**src/rtl/fetch_buffer.sv**
```systemverilog
// ---------------------------------------------------------------------------
// fetch_buffer
//   Instruction fetch stage sitting between the program counter and decode.
//   Each accepted PC address is issued to a synchronous ROM; the returned
//   word is captured one edge later together with its address into a small
//   circular buffer that decode drains with a valid/ready handshake.
//   All state advances on the falling edge of clk; rst is synchronous and
//   active-high.
//
//   Optional feature (compile-time macro FETCH_BYPASS_EN):
//     When the buffer is empty, a word returning from the ROM is presented
//     to decode combinationally in the same cycle. If decode takes it, the
//     word is never written into the buffer.
// ---------------------------------------------------------------------------
module fetch_buffer #(
    parameter int ADDR_W  = 6,
    parameter int INSTR_W = 16,
    parameter int DEPTH   = 4
) (
    input  logic                     clk,
    input  logic                     rst,
    input  logic [ADDR_W-1:0]        pc,
    input  logic                     pc_valid,
    output logic                     pc_hold,
    output logic                     rom_en,
    output logic [ADDR_W-1:0]        rom_addr,
    input  logic [INSTR_W-1:0]       rom_data,
    input  logic                     flush,
    output logic [INSTR_W-1:0]       instr,
    output logic [ADDR_W-1:0]        instr_pc,
    output logic                     instr_valid,
    input  logic                     instr_ready,
    output logic [$clog2(DEPTH):0]   count
);

    localparam int PTR_W = $clog2(DEPTH);
    localparam int CNT_W = PTR_W + 1;

    // Buffered entries: instruction word and the address it was fetched from.
    logic [INSTR_W-1:0] r_mem_data [DEPTH];
    logic [ADDR_W-1:0]  r_mem_pc   [DEPTH];

    logic [PTR_W-1:0]   r_wr_ptr;
    logic [PTR_W-1:0]   r_rd_ptr;
    logic [CNT_W-1:0]   r_count;
    logic               r_inflight_v;
    logic [ADDR_W-1:0]  r_inflight_pc;

    logic [CNT_W-1:0]   w_credit;
    logic               w_buf_valid;
    logic               w_bypass;
    logic               w_push;
    logic               w_pop;

    // Credits include the read still in flight, so a word already requested
    // from the ROM always has a slot waiting for it. Only registered state
    // feeds this, which keeps pc_hold free of paths from instr_ready.
    assign w_credit = r_count + CNT_W'(r_inflight_v);
    assign pc_hold  = (w_credit >= CNT_W'(DEPTH));
    assign rom_en   = pc_valid & ~pc_hold & ~flush & ~rst;
    assign rom_addr = pc;
    assign count    = r_count;

    // Push/pop decisions, optional bypass, and the head-of-buffer view.
    always_comb begin
        // NOTE: every signal driven here gets a default first so no path can
        // leave it unassigned and infer a latch.
        w_buf_valid = (r_count != '0);
`ifdef FETCH_BYPASS_EN
        w_bypass    = ~w_buf_valid & r_inflight_v & ~flush;
`else
        w_bypass    = 1'b0;
`endif
        w_pop       = w_buf_valid & instr_ready & ~flush;
        w_push      = r_inflight_v & ~flush & ~(w_bypass & instr_ready);
        instr_valid = w_buf_valid | w_bypass;
        instr       = '0;
        instr_pc    = '0;
        if (w_bypass) begin
            instr    = rom_data;
            instr_pc = r_inflight_pc;
        end else if (w_buf_valid) begin
            instr    = r_mem_data[r_rd_ptr];
            instr_pc = r_mem_pc[r_rd_ptr];
        end
    end

    // Write the returning ROM word and its address into the slot at wr_ptr.
    always_ff @(negedge clk) begin
        // NOTE: the storage array carries no reset; count and the pointers
        // decide what is visible, so stale contents are never observed.
        if (w_push) begin
            r_mem_data[r_wr_ptr] <= rom_data;
            r_mem_pc[r_wr_ptr]   <= r_inflight_pc;
        end
    end

    // Pointers, occupancy and the in-flight read tracker.
    always_ff @(negedge clk) begin
        // NOTE: sequential state uses non-blocking assignments so every
        // register samples the pre-edge values of the others.
        if (rst) begin
            r_wr_ptr      <= '0;
            r_rd_ptr      <= '0;
            r_count       <= '0;
            r_inflight_v  <= 1'b0;
            r_inflight_pc <= '0;
        end else if (flush) begin
            r_wr_ptr      <= '0;
            r_rd_ptr      <= '0;
            r_count       <= '0;
            r_inflight_v  <= 1'b0;
            r_inflight_pc <= pc;
        end else begin
            if (w_push) begin
                r_wr_ptr <= r_wr_ptr + PTR_W'(1);
            end
            if (w_pop) begin
                r_rd_ptr <= r_rd_ptr + PTR_W'(1);
            end
            r_count       <= r_count + CNT_W'(w_push) - CNT_W'(w_pop);
            r_inflight_v  <= rom_en;
            r_inflight_pc <= pc;
        end
    end

endmodule

```
**config.mk**
```make
export PLATFORM = sky130hd
export DESIGN_NAME = fetch_buffer
export DESIGN_NICKNAME = d
export VERILOG_FILES = /design/src/rtl/fetch_buffer.sv
export SDC_FILE = /design/constraint.sdc
export NUM_CORES = 1
export LEC_CHECK = 0
export ABC_AREA = 1
export CAP_MARGIN = 25
export CORE_ASPECT_RATIO = 1.4
export CORE_UTILIZATION = 50
export DETAILED_ROUTE_END_ITERATION = 8
export PLACE_DENSITY = 0.84
export SLEW_MARGIN = 25
export SYNTH_ARGS = -nofsm -noshare
export SYNTH_HDL_FRONTEND = slang
export SYNTH_SLANG_ARGS = --single-unit
```
**constraint.sdc**
```tcl
create_clock -name clk -period 5.1 [get_ports clk]
set_input_delay 0.765 -clock clk [delete_from_list [all_inputs] [get_ports clk]]
set_output_delay 0.765 -clock clk [all_outputs]
set_load 0.005 [all_outputs]
```
Word level (Yosys, flattened, before mapping). Memories as Yosys holds them, arrays and structs flattened. A register that Yosys moved wholly into a read port is not among the register bits. Cells that the tools add are included. W data, S select, Z words.

Register bits: 14. Bits in latches: 0. Bits in writable memories: 88. Bits in read-only memories: 0. Bits of input ports: 27. Word-level logic and storage cells: 32. Memories kept: 2.

$add $sub $neg: 5. $mul: 0. Div/mod/pow operators: 0. Magnitude comparators: 1. Equality and inequality tests: 0. Shift operators: 0. Mux-type cells: 8. Bitwise gates (word level): 9. Reductions and logical operators: 2.

Memories: r_mem_data (words 4, bits a word 16, read ports 1, clocked after Yosys merged registers in 1, write ports 1, RTL line 40) `logic [INSTR_W-1:0] r_mem_data [DEPTH];`; r_mem_pc (words 4, bits a word 6, read ports 1, clocked after Yosys merged registers in 1, write ports 1, RTL line 41) `logic [ADDR_W-1:0] r_mem_pc [DEPTH];`.

Operators by type and width (count): $mux W16 (1); $mux W2 (4); $add A3 B1 Y3 (2); $and A1 B1 Y1 (6); $mux W6 (1); $add A2 B1 Y2 const B (2); $ge A3 B3 Y1 const B (1); $not A1 Y1 (3); $reduce_bool A3 Y1 (1); $sub A3 B1 Y3 (1); $mux W1 (2); $reduce_or A2 Y1 (1).

Logic depth before layout (Yosys ltp). Gate-level depths: netlist of the first run.

Word-level depth: 6. Gate-level depth with buffers: 11. Gate-level depth less buffers: 11.

==> results.sh, run 1 <==
export IMPL_nets=559
export IMPL_cp_slowest_cell="dfxtp_4"
export IMPL_yosys_warnings=0
export IMPL_start_util_pct=51.4
export IMPL_pwr_share_seq_pct=47.4
export IMPL_path_buf_inv=4
export IMPL_fp_coreArea_sq_um=8100
export IMPL_comb_power_share_pct=3.3
export IMPL_syn_avg_cell_area_sq_um=11.7
export IMPL_gr_usage_all_layers_pct=25.4
export IMPL_layout_common_cells="inv_1, nor2_1, edfxtp_1"
export IMPL_ys_ff_latch=104
export IMPL_avgViaCountPerCell=5.18
export IMPL_hpwl_um=5230
export IMPL_cp_required_ns=4.34
export IMPL_num_antenna_cells=0
export IMPL_power_density_nw_per_um2=346
export IMPL_path_delay_family="buffers and inverters"
export IMPL_ff2ff_path_depth=11
export IMPL_maxSlewHeadroom_pct=78.3
export IMPL_dpl_cell_count=511
export IMPL_ioPinCount=61
export IMPL_drcViolationCount=0
export IMPL_end_kind="output port"
export IMPL_drive_gt1_share_pct=11.0
export IMPL_area_growth_pct=37.4
export IMPL_h_tree_depth=3
export IMPL_setup_viol=0
export IMPL_power_leakage_nw=2.63
export IMPL_worst_slew_pin_slew_ns=0.324
export IMPL_critical_path_arrival_ns=4.27
export IMPL_start_kind="flip-flop"
export IMPL_worst_path_max_fanout=14
export IMPL_worst_path_stages=6
export IMPL_cpMostUsedCell="buf_12"
export IMPL_drtIter0Drc=287
export IMPL_clk_latency_ns=0.44
export IMPL_vias=3264
export IMPL_dpl_cell_area_sq_um=4940
export IMPL_routedWlPerCell_um=16.7
export IMPL_fill_cells=548
export IMPL_grt_pass1_vias=3367
export IMPL_clk_path_buf_depth=2
export IMPL_fp_dieArea_sq_um=8700
export IMPL_design_area_sq_um=5720
export IMPL_critPathKind="flip-flop to output port"
export IMPL_final_cells=630
export IMPL_hp_start="r_inflight_pc[0]"
export IMPL_grt_remaining_overflow=0
export IMPL_skew_ns=0.0463
export IMPL_cts_made_buffers=9
export IMPL_final_common_cell="inv_1"
export IMPL_cp_cell_sequence="buf_12 > inv_4 > buf_12 > o21ai_1 > a21oi_2 > dlygate4sd2_1"
export IMPL_netlist_area_sq_um=4160
export IMPL_ant_nets=0
export IMPL_grt_pass1_wl_um=15900
export IMPL_gp_routability_congestion=0.782
export IMPL_min_path_type="flip-flop to flip-flop"
export IMPL_rsz0062_at_grt="yes"
export IMPL_status="complete, no violations"
export IMPL_finalSetupTns_ns=0
export IMPL_rrSetupSlack_ns=3.20
export IMPL_seq_area_frac_synth_pct=71.2
export IMPL_drt_wl_total_um=10500
export IMPL_post_place_ws_ns=-0.0982
export IMPL_clk_pin_slew_worst_paths_ns=0.04
export IMPL_max_cap_viol_count=0
export IMPL_internal_power_mw=1.41
export IMPL_post_cts_buffers=0
export IMPL_hold_viol=0
export IMPL_final_util_pct=70.7
export IMPL_slew_violations=0
export IMPL_rows=39
export IMPL_r2r_start="count[2]"
export IMPL_syn_inst=356
export IMPL_io_buffers=60
export IMPL_synth_cell_type_count=20
export IMPL_die_h_um=110
export IMPL_postLayoutSetupSlackWorst_ns=0.0660
export IMPL_switching_share_pct=28.9
export IMPL_p_sw_mw=0.572
export IMPL_grt_max_degree=23
export IMPL_cp_slowest_stage_delay_ns=0.36
export IMPL_clkPwrFrac_pct=49.3
export IMPL_ir_drop_mv=0.230
export IMPL_tritoncts="yes"
export IMPL_drt_first_pass_iters=5
export IMPL_cts_sinks=104
export IMPL_antenna_found_initial=0
export IMPL_die_w_um=79.1
export IMPL_hold_depth=0
export IMPL_syn_nets=390
export IMPL_cts_root_buf="clkbuf_16"
==> sequential cells by signal (all words and copies together) (netlist names), named ones only <==
name and flops:
count 3, r_wr_ptr 2, r_inflight_pc 6, r_inflight_v 1
r_mem_pc 24, r_rd_ptr 2, r_mem_data 64
==> routing by layer <==
layer	vias to the layer above	global-route usage (%)	wire (um)	share of wire, %
li1	1534	-	-	-
met2	167	45.0	5850	55
met1	1527	25.2	3720	35
met4	0	17.5	333	3.2
met5	-	0	0	0
met3	36	8.07	644	6.1
==> final cells by class <==
type / count / area [sq um] / share of cell area [%]
Sequential cell: 104 / 2970 / 51.9
Multi-Input combinational cell: 203 / 990 / 17.3
Timing Repair Buffer: 76 / 873 / 15.3
Clock inverter: 109 / 430 / 7.52
Clock buffer: 9 / 225 / 3.94
Tap cell: 102 / 128 / 2.23
Inverter: 27 / 106 / 1.86
==> final timing paths <==
kind                         end
setup / recovery       instr[10]
hold / removal    r_mem_pc[3][0]
setup reg to reg        count[2]
hold reg to reg   r_mem_pc[3][0]
==> cells in the mapped netlist (all sizes together) <==
cell / instances / area (sq um)
nor2: 110 / 413
edfxtp: 88 / 2640
o21ai: 46 / 230
inv: 28 / 108
a21oi: 24 / 120
buf: 21 / 151
dfxtp: 16 / 320
nand2: 9 / 36.3
ha: 6 / 75.1
nand3: 3 / 15.0
xnor2: 2 / 17.5
and2: 1 / 6.26
fa: 1 / 20.0
xor2: 1 / 8.76
==> kinds of logic after synthesis <==
kind of cell / Yosys count / share of synthesized area (%)
AND/OR/NAND/NOR: 123 / 11.3
AO/OA/AOI/OAI: 70 / 8.41
buffers and inverters: 49 / 6.22
adder cells (fa/ha/maj): 7 / 2.28
XOR/XNOR: 3 / 0.631
flip-flops: 104 / 71.2
==> power by group through the flow <==
stage	registers, mW	logic (mW)	clock network (mW)
2_1_floorplan	0.950	0.0205	0.123
3_3_place_gp	0.950	0.0623	0.123
3_5_place_dp	0.951	0.0640	0.123
4_1_cts	0.939	0.0652	0.980
5_1_grt	0.937	0.0709	1.10
6_report	0.939	0.0654	0.978
==> stage by stage <==
| step | power, mW | hold slack (ns) |
|---|---|---|
| floorplan | 1.09 | 0.438 |
| global placement | 1.13 | 0.445 |
| detailed placement | 1.14 | 0.458 |
| CTS | 1.98 | 0.465 |
| global route | 2.11 | 0.471 |
| finish | 1.98 | 0.465 |
==> timing repair <==
action / in CTS / in global routing
gates cloned: 2 / 0
setup endpoints to repair: 22 / 20
pin swaps: 8 / 6
hold buffers: 0 / 0
gates resized for setup: 33 / 31
Note: power is estimated with default switching activity, not from simulation.
==> inputs of run 2 (changes only) <==
--- a/config.mk
+++ b/config.mk
@@ -6,11 +6,12 @@
 export NUM_CORES = 1
 export LEC_CHECK = 0
 export ABC_AREA = 1
+export ABC_CLOCK_PERIOD_IN_PS = 4200
 export CAP_MARGIN = 25
 export CORE_ASPECT_RATIO = 1.4
-export CORE_UTILIZATION = 50
+export CORE_UTILIZATION = 48
 export DETAILED_ROUTE_END_ITERATION = 8
-export PLACE_DENSITY = 0.84
+export PLACE_DENSITY = 0.85
 export SLEW_MARGIN = 25
 export SYNTH_ARGS = -nofsm -noshare
 export SYNTH_HDL_FRONTEND = slang
==> constraint.sdc (replaced) <==
create_clock -name clk -period 4.2 [get_ports clk]
set_input_delay 0.63 -clock clk [delete_from_list [all_inputs] [get_ports clk]]
set_output_delay 0.63 -clock clk [all_outputs]
set_load 0.005 [all_outputs]
==> results.sh, run 2 (synthesized netlist as in run 1, its figures left out) <==
export IMPL_status="finished, violations left"
export IMPL_failed_checks="setup timing"
export IMPL_avgViaCountPerCell=5.46
export IMPL_r2r_start="count[2]"
export IMPL_critical_path_arrival_ns=3.81
export IMPL_cts_sinks=104
export IMPL_antenna_found_initial=0
export IMPL_num_antenna_cells=0
export IMPL_cts_made_buffers=9
export IMPL_drive_gt1_share_pct=29.0
export IMPL_hpwl_um=5430
export IMPL_clk_path_buf_depth=2
export IMPL_largest_register_ffs=64
export IMPL_p_sw_mw=0.788
export IMPL_path_buf_inv=3
export IMPL_cts_root_buf="clkbuf_16"
export IMPL_switching_share_pct=30.6
export IMPL_comb_power_share_pct=3.4
export IMPL_drt_first_pass_iters=5
export IMPL_critPathKind="flip-flop to output port"
export IMPL_gp_routability_congestion=0.811
export IMPL_fp_coreArea_sq_um=8300
export IMPL_area_growth_pct=49.3
export IMPL_drtIter0Drc=389
export IMPL_ant_nets=0
export IMPL_die_w_um=80.7
export IMPL_vias=3601
export IMPL_cp_required_ns=3.57
export IMPL_regArea_sq_um=2970
export IMPL_worst_slew_pin_slew_ns=0.331
export IMPL_layout_common_cells="inv_1, edfxtp_1, nor2_1"
export IMPL_clk_pin_slew_worst_paths_ns=0.05
export IMPL_start_util_pct=50.2
export IMPL_design_area_sq_um=6220
export IMPL_hold_viol=0
export IMPL_reg_largest_list="r_mem_data (64), r_mem_pc (24), r_inflight_pc (6)"
export IMPL_grt_pass1_vias=3619
export IMPL_start_kind="flip-flop"
export IMPL_use_met1_pct=24.7
export IMPL_dpl_cell_area_sq_um=5060
export IMPL_grt_busiest_layer="met2"
export IMPL_skew_ns=0.0493
export IMPL_drcViolationCount=0
export IMPL_power_density_nw_per_um2=414
export IMPL_io_buffers=60
export IMPL_worst_path_max_fanout=7
export IMPL_ir_drop_mv=0.398
export IMPL_end_kind="output port"
export IMPL_fill_cells=471
export IMPL_slew_violations=0
export IMPL_tritoncts="yes"
export IMPL_path_delay_family="flip-flops"
export IMPL_drt_wl_total_um=12700
export IMPL_final_common_cell="inv_1"
export IMPL_maxSlewHeadroom_pct=77.9
export IMPL_use_met3_pct=7.32
export IMPL_die_h_um=112
export IMPL_h_tree_depth=3
export IMPL_pwr_share_seq_pct=44.2
export IMPL_postLayoutSetupSlackWorst_ns=-0.242
export IMPL_routedWlPerCell_um=19.2
export IMPL_largest_register="r_mem_data"
export IMPL_nets=587
export IMPL_cp_slowest_stage_delay_ns=0.44
export IMPL_cts_hold_buf=0
export IMPL_ioPinCount=61
export IMPL_min_path_type="flip-flop to flip-flop"
export IMPL_setup_viol=22
export IMPL_grt_remaining_overflow=0
export IMPL_max_cap_viol_count=0
export IMPL_power_leakage_nw=2.73
export IMPL_gr_usage_all_layers_pct=24.8
export IMPL_grtUsageMet2_pct=45.7
export IMPL_rows=39
export IMPL_multi_input_area_sq_um=1270
export IMPL_clkPwrFrac_pct=52.3
export IMPL_fp_dieArea_sq_um=9060
export IMPL_clk_latency_ns=0.44
export IMPL_finalSetupTns_ns=-3.43
export IMPL_cp_slowest_cell="dfxtp_4"
export IMPL_cp_cell_sequence="buf_6 > buf_6 > nor2_1 > nor2_1 > o21ai_1 > a21oi_1 > buf_2"
export IMPL_hp_start="r_inflight_pc[1]"
export IMPL_rsz0062_at_grt="yes"
export IMPL_totalPowerFinal_mw=2.58
export IMPL_grt_pass1_wl_um=16500
export IMPL_internal_power_mw=1.79
export IMPL_grt_max_degree=23
-- run 2: metal layers --
| layer | vias to the layer above | share of wire (%) |
|---|---|---|
| met5 | - | 0 |
| met4 | 0 | 3.8 |
| met3 | 58 | 7.6 |
| met2 | 241 | 54 |
| met1 | 1699 | 34 |
| li1 | 1603 | - |
-- run 2: metrics by stage --
step / instances / setup WS, ns / util (%) / hold WS [ns]
after detailed placement: 526 / -0.447 / 61.0 / 0.457
after floorplan: 356 / -0.0501 / - / 0.438
final: 660 / -0.242 / 75.0 / 0.464
after global placement: 526 / -0.371 / 61.0 / 0.443
after CTS: 656 / -0.152 / 71.5 / 0.460
after global routing: 660 / -0.298 / 75.0 / 0.490
-- run 2: power groups by stage --
| stage | Combinational, mW | Clock [mW] | Sequential, mW |
|---|---|---|---|
| CTS | 0.0806 | 1.29 | 1.14 |
| floorplan | 0.0248 | 0.149 | 1.15 |
| global route | 0.0944 | 1.48 | 1.14 |
| global placement | 0.0776 | 0.149 | 1.15 |
| detailed placement | 0.0795 | 0.149 | 1.15 |
| finish | 0.0886 | 1.35 | 1.14 |
-- run 2: area by class of cell --
| type | instances | area share, % |
|---|---|---|
| Clock buffer | 9 | 3.62 |
| Clock inverter | 111 | 7.71 |
| Tap cell | 102 | 2.05 |
| Inverter | 27 | 1.87 |
| Sequential cell | 104 | 47.8 |
| Timing Repair Buffer | 104 | 16.5 |
| Multi-Input combinational cell | 203 | 20.5 |
-- run 2: worst register-to-register path: cells and delay by family, from the launching register on --
family | cells | cell delay [ns]
fa+ha+maj | 3 | 0.96
simple gates | 4 | 0.42
flops | 1 | 0.30
buf+inv | 4 | 0.30
-- run 2: repair_timing --
action / CTS / global route
endpoints found under the hold margin: 0 / 0
cloned: 2 / 1
pin swaps: 25 / 36
gates resized for setup: 137 / 75
buffers inserted: 9 / 3
setup endpoints to repair: 27 / 25
-- run 2: final timing paths --
path                            slack (ns)  cells after the start             end
worst max-delay path                 -0.24                      7       instr[15]
worst min-delay path                  0.46                      0  r_mem_pc[0][1]
worst max register to register        2.15                     11        count[1]
worst min register to register        0.46                      0  r_mem_pc[0][1]
==> inputs of run 3 (changes only) <==
--- a/config.mk
+++ b/config.mk
@@ -9,9 +9,10 @@
 export ABC_CLOCK_PERIOD_IN_PS = 4200
 export CAP_MARGIN = 25
 export CORE_ASPECT_RATIO = 1.4
-export CORE_UTILIZATION = 48
+export CORE_UTILIZATION = 41
 export DETAILED_ROUTE_END_ITERATION = 8
-export PLACE_DENSITY = 0.85
+export HOLD_SLACK_MARGIN = 0.06
+export PLACE_DENSITY = 0.75
 export SLEW_MARGIN = 25
 export SYNTH_ARGS = -nofsm -noshare
 export SYNTH_HDL_FRONTEND = slang
==> results.sh, run 3 (synthesized netlist as in run 1, its figures left out) <==
export IMPL_totalPowerFinal_mw=2.47
export IMPL_clk_latency_ns=0.44
export IMPL_io_buffers=60
export IMPL_cp_cell_sequence="buf_8 > clkinv_8 > buf_8 > clkbuf_16 > o21ai_2 > a21oi_2 > buf_2"
export IMPL_avgViaCountPerCell=4.88
export IMPL_power_density_nw_per_um2=390
export IMPL_largest_register_ffs=64
export IMPL_critical_path_arrival_ns=3.79
export IMPL_postLayoutSetupSlackWorst_ns=-0.217
export IMPL_met1Wirelength_um=3980
export IMPL_min_path_type="flip-flop to flip-flop"
export IMPL_grt_pass1_wl_um=15100
export IMPL_routedWlPerCell_um=16.1
export IMPL_final_util_pct=64.1
export IMPL_cp_slowest_cell="dfxtp_4"
export IMPL_clk_pin_slew_worst_paths_ns=0.04
export IMPL_drt_wl_total_um=11300
export IMPL_gr_usage_all_layers_pct=19.5
export IMPL_drtIter0Drc=228
export IMPL_maxSlewHeadroom_pct=78.5
export IMPL_cpMostUsedCell="buf_8"
export IMPL_rows=43
export IMPL_wl_met2_um=6360
export IMPL_fp_dieArea_sq_um=10600
export IMPL_grt_max_degree=19
export IMPL_antenna_found_initial=0
export IMPL_rsz0062_at_grt="yes"
export IMPL_largest_register="r_mem_data"
export IMPL_ir_drop_mv=0.234
export IMPL_final_cells=705
export IMPL_hold_viol=0
export IMPL_gp_routability_congestion=0.774
export IMPL_cts_hold_buf=0
export IMPL_clk_path_buf_depth=2
export IMPL_setup_viol=22
export IMPL_multi_input_area_sq_um=1300
export IMPL_cp_slowest_stage_delay_ns=0.41
export IMPL_tritoncts="yes"
export IMPL_start_util_pct=42.1
export IMPL_dpl_cell_area_sq_um=5140
export IMPL_cts_root_buf="clkbuf_16"
export IMPL_power_leakage_nw=2.80
export IMPL_grt_remaining_overflow=0
export IMPL_fill_cells=713
export IMPL_hpwl_um=5650
export IMPL_cts_sinks=104
export IMPL_status="finished, violations left"
export IMPL_regArea_sq_um=2970
export IMPL_worst_slew_pin_slew_ns=0.322
export IMPL_num_antenna_cells=0
export IMPL_layout_common_cells="inv_1, edfxtp_1, nor2_1"
export IMPL_drt_first_pass_iters=5
export IMPL_highest_layer="met4"
export IMPL_drive_gt1_share_pct=31.6
export IMPL_hp_start="r_inflight_pc[3]"
export IMPL_grt_pass1_vias=3500
export IMPL_fp_coreArea_sq_um=9900
export IMPL_final_common_cell="inv_1"
export IMPL_ioPinCount=61
export IMPL_vias=3439
export IMPL_h_tree_depth=3
export IMPL_failed_checks="setup timing"
export IMPL_ant_nets=0
export IMPL_finalSetupTns_ns=-3.02
export IMPL_die_h_um=121
export IMPL_critPathKind="flip-flop to output port"
export IMPL_worst_path_max_fanout=6
export IMPL_cts_made_buffers=9
export IMPL_slew_violations=0
export IMPL_reg_largest_list="r_mem_data (64), r_mem_pc (24), r_inflight_pc (6)"
export IMPL_dr_wl_met3_um=753
export IMPL_skew_ns=0.0432
export IMPL_design_area_sq_um=6340
export IMPL_max_cap_viol_count=0
export IMPL_dpl_cell_count=568
export IMPL_cp_required_ns=3.57
export IMPL_nets=599
export IMPL_area_growth_pct=52.3
export IMPL_die_w_um=87.2
export IMPL_r2r_start="count[0]"
export IMPL_start_kind="flip-flop"
export IMPL_drcViolationCount=0
export IMPL_end_kind="output port"
run 3: final cells by class:
cell class | instances | share of cell area [%]
Sequential cell | 104 | 46.9
Multi-Input combinational cell | 203 | 20.5
Timing Repair Buffer | 116 | 17.4
Clock inverter | 111 | 7.10
Clock buffer | 9 | 3.55
Tap cell | 135 | 2.66
Inverter | 27 | 1.89
run 3: worst max-delay path, delay by kind of cell (launching register included):
kind / cells / cell delay (ns)
DFF: 1 / 0.41
AOI/OAI and AO/OA: 2 / 0.21
buffers and inverters: 5 / 0.66
run 3: metal layers:
layer  vias up  GRT usage, %
met4         0          13.7
met2       161          33.6
li1       1621             -
met5         -             0
met3        21          7.62
met1      1636          18.8
run 3: final timing paths:
| check | cells past startpoint | slack [ns] | end |
|---|---|---|---|
| hold reg to reg | 0 | 0.46 | r_mem_pc[1][3] |
| hold / removal | 0 | 0.46 | r_mem_pc[1][3] |
| setup reg to reg | 11 | 2.24 | count[1] |
| setup / recovery | 7 | -0.22 | instr_pc[1] |
run 3: report_power, final:
group          switching (mW)  internal (mW)  total [mW]  leakage [nW]
combinational          0.0405         0.0480      0.0885          1.17
clock                   0.659          0.588        1.25         0.700
sequential            0.00595           1.13        1.14         0.931
total                   0.705           1.77        2.47          2.80
run 3: repair_timing:
action	4_1_cts	5_1_grt
endpoints found under the setup margin	25	25
hold endpoints to repair	0	0
gates resized for setup	130	93
setup buffers	5	11
pin swaps	18	41
cloned	2	1
run 3: through the flow:
stage               hold slack (ns)  setup slack (ns)
CTS                           0.458            -0.182
global route                  0.469            -0.302
finish                        0.459            -0.217
detailed placement            0.456            -0.412
global placement              0.444            -0.378
floorplan                     0.438           -0.0501
